--- src/rtl/prog_loader_pkg.sv ---
// Shared CPU package: loader constants, ROM geometry and state encodings.
package prog_loader_pkg;

  localparam logic [7:0]  SYNC_BYTE   = 8'hA5;
  localparam int unsigned PROG_ADDR_W = 8;
  localparam int unsigned PROG_DATA_W = 16;

  // Loader frame-parsing states
  typedef enum logic [2:0] {
    IDLE,
    LEN,
    HI,
    LO,
    CSUM
  } ld_state_e;

  // UART receiver bit-timing states
  typedef enum logic [1:0] {
    RX_IDLE,
    RX_START,
    RX_DATA,
    RX_STOP
  } rx_state_e;

endpackage

--- src/rtl/prog_loader_uart_rx.sv ---
// UART 8N1 receiver: synchronizer, mid-bit sampler and shifter.
module uart_rx
  import prog_loader_pkg::*;
#(
  parameter int unsigned DIV = 434
) (
  input  logic       clk,
  input  logic       reset,
  input  logic       rx,
  output logic [7:0] rx_byte,
  output logic       rx_valid,
  output logic       rx_ferr
);

  localparam int unsigned    CNT_W    = $clog2(DIV + 1);
  localparam logic [CNT_W-1:0] BIT_END  = CNT_W'(DIV - 1);
  localparam logic [CNT_W-1:0] HALF_END = CNT_W'(DIV / 2 - 1);

  logic             rx_meta, rx_sync, rx_prev;
  rx_state_e        state, state_d;
  logic [CNT_W-1:0] cnt, cnt_d;
  logic [2:0]       bit_idx, bit_idx_d;
  logic [7:0]       shift, shift_d;
  logic [7:0]       rx_byte_d;
  logic             rx_valid_d, rx_ferr_d;

  // Two-flop synchronizer plus one delayed copy for falling-edge detect
  always_ff @(posedge clk) begin
    if (reset) begin
      rx_meta <= 1'b1;
      rx_sync <= 1'b1;
      rx_prev <= 1'b1;
    end else begin
      rx_meta <= rx;
      rx_sync <= rx_meta;
      rx_prev <= rx_sync;
    end
  end

  // Receiver state and registered byte/strobe outputs
  always_ff @(posedge clk) begin
    if (reset) begin
      state    <= RX_IDLE;
      cnt      <= '0;
      bit_idx  <= '0;
      shift    <= '0;
      rx_byte  <= '0;
      rx_valid <= 1'b0;
      rx_ferr  <= 1'b0;
    end else begin
      state    <= state_d;
      cnt      <= cnt_d;
      bit_idx  <= bit_idx_d;
      shift    <= shift_d;
      rx_byte  <= rx_byte_d;
      rx_valid <= rx_valid_d;
      rx_ferr  <= rx_ferr_d;
    end
  end

  // Bit timing: half a bit to the start-bit centre, then one bit per sample
  always_comb begin
    state_d    = state;
    cnt_d      = cnt + CNT_W'(1);
    bit_idx_d  = bit_idx;
    shift_d    = shift;
    rx_byte_d  = rx_byte;
    rx_valid_d = 1'b0;
    rx_ferr_d  = 1'b0;
    case (state)
      RX_IDLE: begin
        cnt_d = '0;
        if (rx_prev && !rx_sync) state_d = RX_START;
      end
      RX_START: begin
        if (cnt == HALF_END) begin
          cnt_d     = '0;
          bit_idx_d = '0;
          // A glitch that is high again at mid-bit is dropped silently
          state_d   = rx_sync ? RX_IDLE : RX_DATA;
        end
      end
      RX_DATA: begin
        if (cnt == BIT_END) begin
          cnt_d     = '0;
          shift_d   = {rx_sync, shift[7:1]};
          bit_idx_d = bit_idx + 3'd1;
          if (bit_idx == 3'd7) state_d = RX_STOP;
        end
      end
      RX_STOP: begin
        if (cnt == BIT_END) begin
          cnt_d   = '0;
          state_d = RX_IDLE;
          if (rx_sync) begin
            rx_valid_d = 1'b1;
            rx_byte_d  = shift;
          end else begin
            rx_ferr_d = 1'b1;
          end
        end
      end
      default: state_d = RX_IDLE;
    endcase
  end

endmodule

--- src/rtl/prog_loader.sv ---
// Serial program loader: parses framed UART image into program memory writes.
module prog_loader
  import prog_loader_pkg::*;
#(
  parameter int unsigned CLK_HZ       = 50_000_000,
  parameter int unsigned BAUD         = 115_200,
  parameter int unsigned TIMEOUT_BITS = 2048
) (
  input  logic                   clk,
  input  logic                   reset,
  input  logic                   rx,
  output logic                   prog_we,
  output logic [PROG_ADDR_W-1:0] prog_addr,
  output logic [PROG_DATA_W-1:0] prog_data,
  output logic                   cpu_reset,
  output logic                   busy,
  output logic                   done,
  output logic                   err
);

  localparam int unsigned DIV    = CLK_HZ / BAUD;
  localparam int unsigned TO_CYC = TIMEOUT_BITS * DIV;
  localparam int unsigned TO_W   = $clog2(TO_CYC + 1);

  logic [7:0] rx_byte;
  logic       rx_valid, rx_ferr;

  uart_rx #(.DIV(DIV)) u_rx (
    .clk      (clk),
    .reset    (reset),
    .rx       (rx),
    .rx_byte  (rx_byte),
    .rx_valid (rx_valid),
    .rx_ferr  (rx_ferr)
  );

  ld_state_e              state, state_d;
  logic [7:0]             cnt, cnt_d;
  logic [PROG_ADDR_W-1:0] addr, addr_d;
  logic [7:0]             hold, hold_d;
  logic [7:0]             sum, sum_d;
  logic                   prog_we_d, cpu_reset_d, busy_d, done_d, err_d;
  logic [PROG_ADDR_W-1:0] prog_addr_d;
  logic [PROG_DATA_W-1:0] prog_data_d;
  logic [TO_W-1:0]        to_cnt;
  logic                   timeout_c;

  assign timeout_c = busy && !rx_valid && (to_cnt == TO_W'(TO_CYC - 1));

  // Inter-byte watchdog: counts only mid-frame, restarts on every byte
  always_ff @(posedge clk) begin
    if (reset || !busy || rx_valid) to_cnt <= '0;
    else                            to_cnt <= to_cnt + TO_W'(1);
  end

  // Loader state and registered outputs
  always_ff @(posedge clk) begin
    if (reset) begin
      state     <= IDLE;
      cnt       <= '0;
      addr      <= '0;
      hold      <= '0;
      sum       <= '0;
      prog_we   <= 1'b0;
      prog_addr <= '0;
      prog_data <= '0;
      cpu_reset <= 1'b0;
      busy      <= 1'b0;
      done      <= 1'b0;
      err       <= 1'b0;
    end else begin
      state     <= state_d;
      cnt       <= cnt_d;
      addr      <= addr_d;
      hold      <= hold_d;
      sum       <= sum_d;
      prog_we   <= prog_we_d;
      prog_addr <= prog_addr_d;
      prog_data <= prog_data_d;
      cpu_reset <= cpu_reset_d;
      busy      <= busy_d;
      done      <= done_d;
      err       <= err_d;
    end
  end

  // Frame parser: sync, length, hi/lo word pairs, checksum
  always_comb begin
    state_d     = state;
    cnt_d       = cnt;
    addr_d      = addr;
    hold_d      = hold;
    sum_d       = sum;
    prog_we_d   = 1'b0;
    prog_addr_d = prog_addr;
    prog_data_d = prog_data;
    cpu_reset_d = cpu_reset;
    busy_d      = busy;
    done_d      = 1'b0;
    err_d       = err;
    if (state != IDLE && (rx_ferr || timeout_c)) begin
      // Abort mid-frame; CPU stays held, partial writes are left in place
      err_d   = 1'b1;
      busy_d  = 1'b0;
      state_d = IDLE;
    end else if (rx_valid) begin
      case (state)
        IDLE: begin
          if (rx_byte == SYNC_BYTE) begin
            err_d       = 1'b0;
            busy_d      = 1'b1;
            cpu_reset_d = 1'b1;
            sum_d       = '0;
            addr_d      = '0;
            state_d     = LEN;
          end
        end
        LEN: begin
          cnt_d   = rx_byte;
          state_d = HI;
        end
        HI: begin
          hold_d  = rx_byte;
          sum_d   = sum + rx_byte;
          state_d = LO;
        end
        LO: begin
          prog_data_d = {hold, rx_byte};
          prog_addr_d = addr;
          prog_we_d   = 1'b1;
          sum_d       = sum + rx_byte;
          addr_d      = addr + PROG_ADDR_W'(1);
          cnt_d       = cnt - 8'd1;
          // LEN of 0 wraps to 255 here, giving the full 256-word image
          state_d     = (cnt_d == 8'd0) ? CSUM : HI;
        end
        CSUM: begin
          busy_d  = 1'b0;
          state_d = IDLE;
          if (rx_byte == sum) begin
            done_d      = 1'b1;
            cpu_reset_d = 1'b0;
          end else begin
            err_d = 1'b1;
          end
        end
        default: state_d = IDLE;
      endcase
    end
  end

endmodule

--- config.mk ---
export PLATFORM = sky130hd
export DESIGN_NAME = prog_loader
export DESIGN_NICKNAME = d
export VERILOG_FILES = /design/src/rtl/prog_loader_pkg.sv /design/src/rtl/prog_loader_uart_rx.sv /design/src/rtl/prog_loader.sv
export SDC_FILE = /design/constraint.sdc
export NUM_CORES = 1
export LEC_CHECK = 0
export CAP_MARGIN = 20
export CORE_AREA = 2 2 107 109
export CTS_BUF_LIST = sky130_fd_sc_hd__clkbuf_16
export DETAILED_ROUTE_END_ITERATION = 8
export DIE_AREA = 0 0 109 111
export PLACE_DENSITY = 0.68
export SLEW_MARGIN = 40
export SYNTH_ARGS = -nofsm -noshare
export SYNTH_HDL_FRONTEND = slang
export SYNTH_SLANG_ARGS = --single-unit
--- constraint.sdc ---
create_clock -name clk -period 4.38 [get_ports clk]
set_clock_uncertainty 0.2 [all_clocks]
set_input_delay 0.876 -clock clk [delete_from_list [all_inputs] [get_ports clk]]
set_output_delay 0.876 -clock clk [all_outputs]
set_load 0.01 [all_outputs]
==> qor.yml, run 1 <==
reg_top3: "to_cnt (20), prog_data (16), u_rx.cnt (9)"
multi_input_area_um2: 2811
worstReg2RegStart: "u_rx.rx_byte[1]"
cp.arrival_ns: 2.58
viasPerCell: 5.411
hold_violations: 0
antenna_left: 0
period_needed_ns: 2.481
die_y_um: 111
syn2layout_area_growth_pct: 18.75
ys.flop_type: "dfxtp_1"
largest_reg_flops: 20
start_util: 0.4838
ys_seq_area_frac: 0.4445
antenna_cells: 0
grt_use_met3: 0.05761
vias: 4291
finalSetupViolations: 0
min_path_type: "register to register"
ios: 32
die_x_um: 109
clk_pin_slew_ns: 0.06
synth_enable_flop_cells: 0
synthArstFlopShare: 0
gr-usage-met2: 0.2973
antenna_found_initial: 0
place.gp.congestion: 0.8730
cp_max_fo: 7
holdCritStartpoint: "u_rx.rx_meta"
core_area_um2: 11080
syn_nets: 635
layout.nets: 661
critical_path_class: "register to register"
r2r_end: "sum[7]"
numClockSinks: 119
max-slew-margin-rel: 0.5031
overflow: 0
regMostFlops: "to_cnt"
p_per_area_nw_per_um2: 396.8
cts_resized: 0
seqCellArea_um2: 2382
endpoint_kind: "register"
drv_slew: 0
syn_inst: 611
totalWireLength_mm: 11.05
layout-drive-gt1-share: 0.08923
post_synth.cell_area_avg_um2: 8.771
ys_types: 61
dieArea_um2: 12100
hold_depth: 1
htreeDepth: 4
ff2ff_setup_slack_ns: 1.90
holdBufCountCts: 0
rsz0062_at_grt: "no"
grt_max_degree: 40
port_buffers: 31
maxCapViolCount: 0
first_global_vias: 3947
first_iter_violations: 259
root_buffer: "clkbuf_16"
gr-usage-met1: 0.2541
fillers: 983
grt_usage: 0.1963
p_leak_nw: 2.385
status: "finished clean"
rows: 39
post-route-period-util: 0.5665
r2r_cells: 6
clk_latency_ns: 0.41
ctsLongestPathBuffers: 2
drt-wirelength-per-cell_um: 13.93
holdPathEnd: "u_rx.rx_sync"
post-route-drc-count: 0
ys_ff_latch: 119
numCtsBuffers: 17
tightest_slew_ns: 0.7397
fmax_ghz: 0.4030
postCtsSetupRepairBufs: 0
first_pass_iters: 4
grt_pass1_wl_mm: 18.71
cp.required_ns: 4.47
finalPower_mw: 2.525
hpwlAfterDp_mm: 7.385
synth_area_um2: 5359
cts_tree: "built"
peakVddDrop_uv: 407.3
critPathLaunchType: "register"
tns_ns: 0
synth_warnings: 0
top_usage_layer: "met2"
## worst max-delay path, stage by stage (launching register included)
cell and delay, ns:
dfxtp_1 0.54, ha_1 0.33, a211oi_1 0.37, o21ai_0 0.19
a211o_1 0.34, and3_1 0.17, a211o_1 0.22
## cell usage in the layout, fill, tap and decap left out, drive strengths merged, types with 5 or more instances in the layout
master,instances
and3,9
nor3,15
clkdlybuf4s50,30
nand2,76
a22o,8
a21oi,44
nand3,19
clkinv,5
nor4bb,6
nor2,75
mux2i,26
clkbuf,17
dfxtp,119
ha,20
o21ai,23
nor4,5
xor2,18
xnor2,13
or3,8
or2,7
inv,21
nand4,11
## stage by stage
step / area (um2) / hold WS, ns / std cells / util / worst slack (ns)
floorplan: 5359 / 0.1895 / 611 / - / 2.249
global placement: 5753 / 0.1923 / 761 / 0.5194 / 1.708
detailed placement: 5764 / 0.1957 / 761 / 0.5204 / 1.831
CTS: 6364 / 0.2104 / 793 / 0.5745 / 1.891
global route: 6364 / 0.2186 / 793 / 0.5745 / 1.596
finish: 6364 / 0.2048 / 793 / 0.5745 / 1.899
## cell families (layout without fill, tap and decap cells)
| family | after synthesis | count (layout) | share of synthesized area |
|---|---|---|---|
| buf+inv | 44 | 83 | 0.03292 |
| flops | 119 | 119 | 0.4445 |
| mux | 27 | 27 | 0.05067 |
| xor+xnor | 31 | 31 | 0.05067 |
| compound gates | 110 | 110 | 0.1291 |
| fa+ha+maj | 21 | 21 | 0.05043 |
| simple gates | 259 | 259 | 0.2417 |
## cell type report
cell class,count,share of cell area
timing repair buffer,34,0.05151
clock buffer,17,0.06685
multi-input combinational,448,0.4418
sequential,119,0.3744
inverter,17,0.01003
tap,143,0.02812
clock inverter,15,0.02733
## Yosys cell counts, drive strengths merged (6+ instances only)
master	n	area [um2]
clkbuf	22	82.58
o21ai	23	126.4
nand3	19	95.09
and3	9	56.30
xor2	18	157.7
nor2	75	281.5
a21oi	44	220.2
nand2	76	285.3
nand4	11	75.07
a22o	8	70.07
nor4bb	6	60.06
mux2i	26	260.3
nor3	15	80.08
or3	8	50.05
ha	20	250.2
or2	7	43.79
dfxtp	119	2382
xnor2	13	113.9
inv	17	63.81
## worst max-delay path by stage
| stage | start | endpoint | slack [ns] | cells after the start |
|---|---|---|---|---|
| after floorplan | u_rx.rx_byte[0] | sum[6] | 2.25 | 7 |
| after global placement | u_rx.rx_valid | addr[2] | 1.71 | 5 |
| after detailed placement | reset | addr[2] | 1.83 | 5 |
| after CTS | u_rx.rx_byte[1] | sum[7] | 1.89 | 6 |
| after global routing | state[2] | addr[4] | 1.60 | 6 |
| final | u_rx.rx_byte[1] | sum[7] | 1.90 | 6 |
## where the power goes
group	internal, mW	switching, mW
Sequential	1.09	0.00361
Combinational	0.0155	0.0300
Clock	0.894	0.495
## metal layers
layer | vias up | share of wire
met1 | 1985 | 0.48
met2 | 100 | 0.46
met3 | 11 | 0.048
li1 | 2195 | -
met4 | 0 | 0.015
met5 | - | 0
Note: power is estimated with default switching activity, not from simulation.
==> run 2, diff against run 1 <==
==> constraint.sdc (replaced) <==
create_clock -name clk -period 2.5 [get_ports clk]
set_clock_uncertainty 0.2 [all_clocks]
set_input_delay 0.5 -clock clk [delete_from_list [all_inputs] [get_ports clk]]
set_output_delay 0.5 -clock clk [all_outputs]
set_load 0.01 [all_outputs]
==> run 2 against run 1 <==
  * Global-route usage grew 0.54 points
  * Core utilization is 0.70 points higher
  * Critical path depth rose by 1
  * Clock power increased by 69%
  * Critical path type unchanged
  * Critical endpoint is now sum[6]
  * Largest cell class unchanged
==> qor.yml, run 2 (synthesis results as in run 1) <==
syn2layout_area_growth_pct: 20.20
final_common_cell: "dfxtp_1"
rsz0062_at_grt: "no"
die_x_um: 109  # unchanged
period_needed_ns: 2.315  # -0.1664 ns
grt_max_degree: 34  # -15%
tns_ns: 0  # unchanged
ctsLongestPathBuffers: 2  # unchanged
p_leak_nw: 2.468  # +3.5%
postCtsSetupRepairBufs: 0  # unchanged
ios: 32  # unchanged
antenna_found_initial: 0  # unchanged
min_path_type: "register to register"
timing.final.ws_setup_ns: 0.1852  # -1.714 ns
status: "finished clean"
crit_slowest_cell: "fa_1"
antenna_cells: 0  # unchanged
overflow: 0  # unchanged
post-route-drc-count: 0  # unchanged
drt-wirelength-per-cell_um: 14.00  # +0.48%
core_area_um2: 11080  # unchanged
start_util: 0.4838  # unchanged
first_global_vias: 4222  # +7.0%
reg_top3: "to_cnt (20), prog_data (16), u_rx.cnt (9)"
fmax_ghz: 0.4320  # +7.2%
clk_latency_ns: 0.41  # about the same
tightest_slew_ns: 0.6502  # -0.08952 ns
pre_cts_ws_ns: 0.2185  # -1.613 ns
layout-drive-gt1-share: 0.09940  # +0.01017
cp.required_ns: 2.64  # -1.83 ns
drv_slew: 0  # unchanged
critical_path_class: "register to register"
dieArea_um2: 12100  # unchanged
vias: 4383  # +2.1%
final_cell_mix: "119 x dfxtp_1, 76 x nand2_1, 75 x nor2_1"
htreeDepth: 4  # unchanged
numCtsBuffers: 17  # unchanged
port_buffers: 31  # unchanged
fillers: 957  # -2.6%
maxCapViolCount: 0  # unchanged
first_iter_violations: 284  # +9.7%
crit_top_cell: "a21o_1"
numClockSinks: 119  # unchanged
totalWireLength_mm: 11.29  # +2.3%
place_inst: 775  # +1.8%
cts_tree: "built"
slowest_delay_ns: 0.42  # -0.12 ns
first_pass_iters: 7  # +3
p_per_area_nw_per_um2: 674.0  # +70%
post-route-period-util: 0.9259  # +0.3594
critPathLaunchType: "register"
die_y_um: 111  # unchanged
hpwlAfterDp_mm: 7.651  # +3.6%
finalSetupViolations: 0  # unchanged
peakVddDrop_uv: 435.9  # +7.0%
cp.arrival_ns: 2.45  # -0.13 ns
antenna_left: 0  # unchanged
cp_max_fo: 6  # -1
regMostFlops: "to_cnt"
endpoint_kind: "register"
rows: 39  # unchanged
root_buffer: "clkbuf_16"
worstPathCellList: "ha_1 -> fa_1 -> a21o_1 -> a21o_1 -> a2111oi_0 -> a31oi_1 -> o21ai_0"
largest_reg_flops: 20  # unchanged
holdWs_ns: 0.2085  # +0.003677 ns
layout.nets: 675  # +2.1%
clk_pin_slew_ns: 0.05  # about the same
hold_violations: 0  # unchanged
instances_no_fill: 807  # +1.8%
grt_usage: 0.2017  # +0.005390
grt_pass1_wl_mm: 19.50  # +4.2%
max-slew-margin-rel: 0.5625  # +0.05948
place.gp.congestion: 0.8722  # about the same
viasPerCell: 5.431  # +0.37%
==> run 2: cell count changes in the layout (fill, tap and decap cells not counted), sizes merged <==
| cell | before | now |
|---|---|---|
| clkinv | 5 | 6 |
| buf | 4 | 18 |
| inv | 21 | 22 |
| clkinvlp | 3 | 1 |
==> run 2: layer usage <==
metal  GRT usage  part of all wire  up-vias
li1            -                 -     2218
met5           0                 0        -
met4     0.08547             0.022        0
met2      0.3209              0.47      109
met3     0.04644             0.045       23
met1      0.2599              0.46     2033
==> run 2: path summary, 6_finish.rpt <==
kind                            cells past startpoint      endpoint             from  slack [ns]
worst max-delay path                                7        sum[6]  u_rx.rx_byte[0]        0.19
worst min-delay path                                1  u_rx.rx_sync     u_rx.rx_meta        0.21
worst max register to register                      7        sum[6]  u_rx.rx_byte[0]        0.19
worst min register to register                      1  u_rx.rx_sync     u_rx.rx_meta        0.21
==> run 2: per-stage QoR <==
stage / area [um2] / utilization / total power [mW]
2_1_floorplan: 5359 / - / 2.011
3_3_place_gp: 5858 / 0.5289 / 2.030
3_5_place_dp: 5858 / 0.5289 / 2.034
4_1_cts: 6431 / 0.5806 / 4.397
5_1_grt: 6441 / 0.5815 / 4.485
6_report: 6441 / 0.5815 / 4.342
==> run 2: power by group <==
part           leakage [nW]  switching (mW)  internal [mW]
logic                  1.21          0.0538         0.0293
registers             0.959         0.00727           1.91
clock network         0.298           0.814           1.53
==> run 2: repair_timing <==
action                     CTS  global route
hold buffers                 0             0
resized for setup            0             1
hold endpoints to repair     0             0
setup endpoints to repair    0             1
==> run 2: final cells by class <==
type	count	area [um2]	area share
clock buffers	17	425.4	0.06605
clock inverters	15	147.6	0.02292
inverters	17	63.81	0.009907
multi-input cells	448	2810	0.4363
flip-flops and latches	119	2382	0.3699
well taps	143	178.9	0.02778
repair buffers	48	432.9	0.06721
==> run 2: worst max-delay path: cells and delay by family, from the launching register on <==
family	cells	cell delay [ns]
compound gates	5	0.99
fa+ha+maj	2	0.70
flops	1	0.35
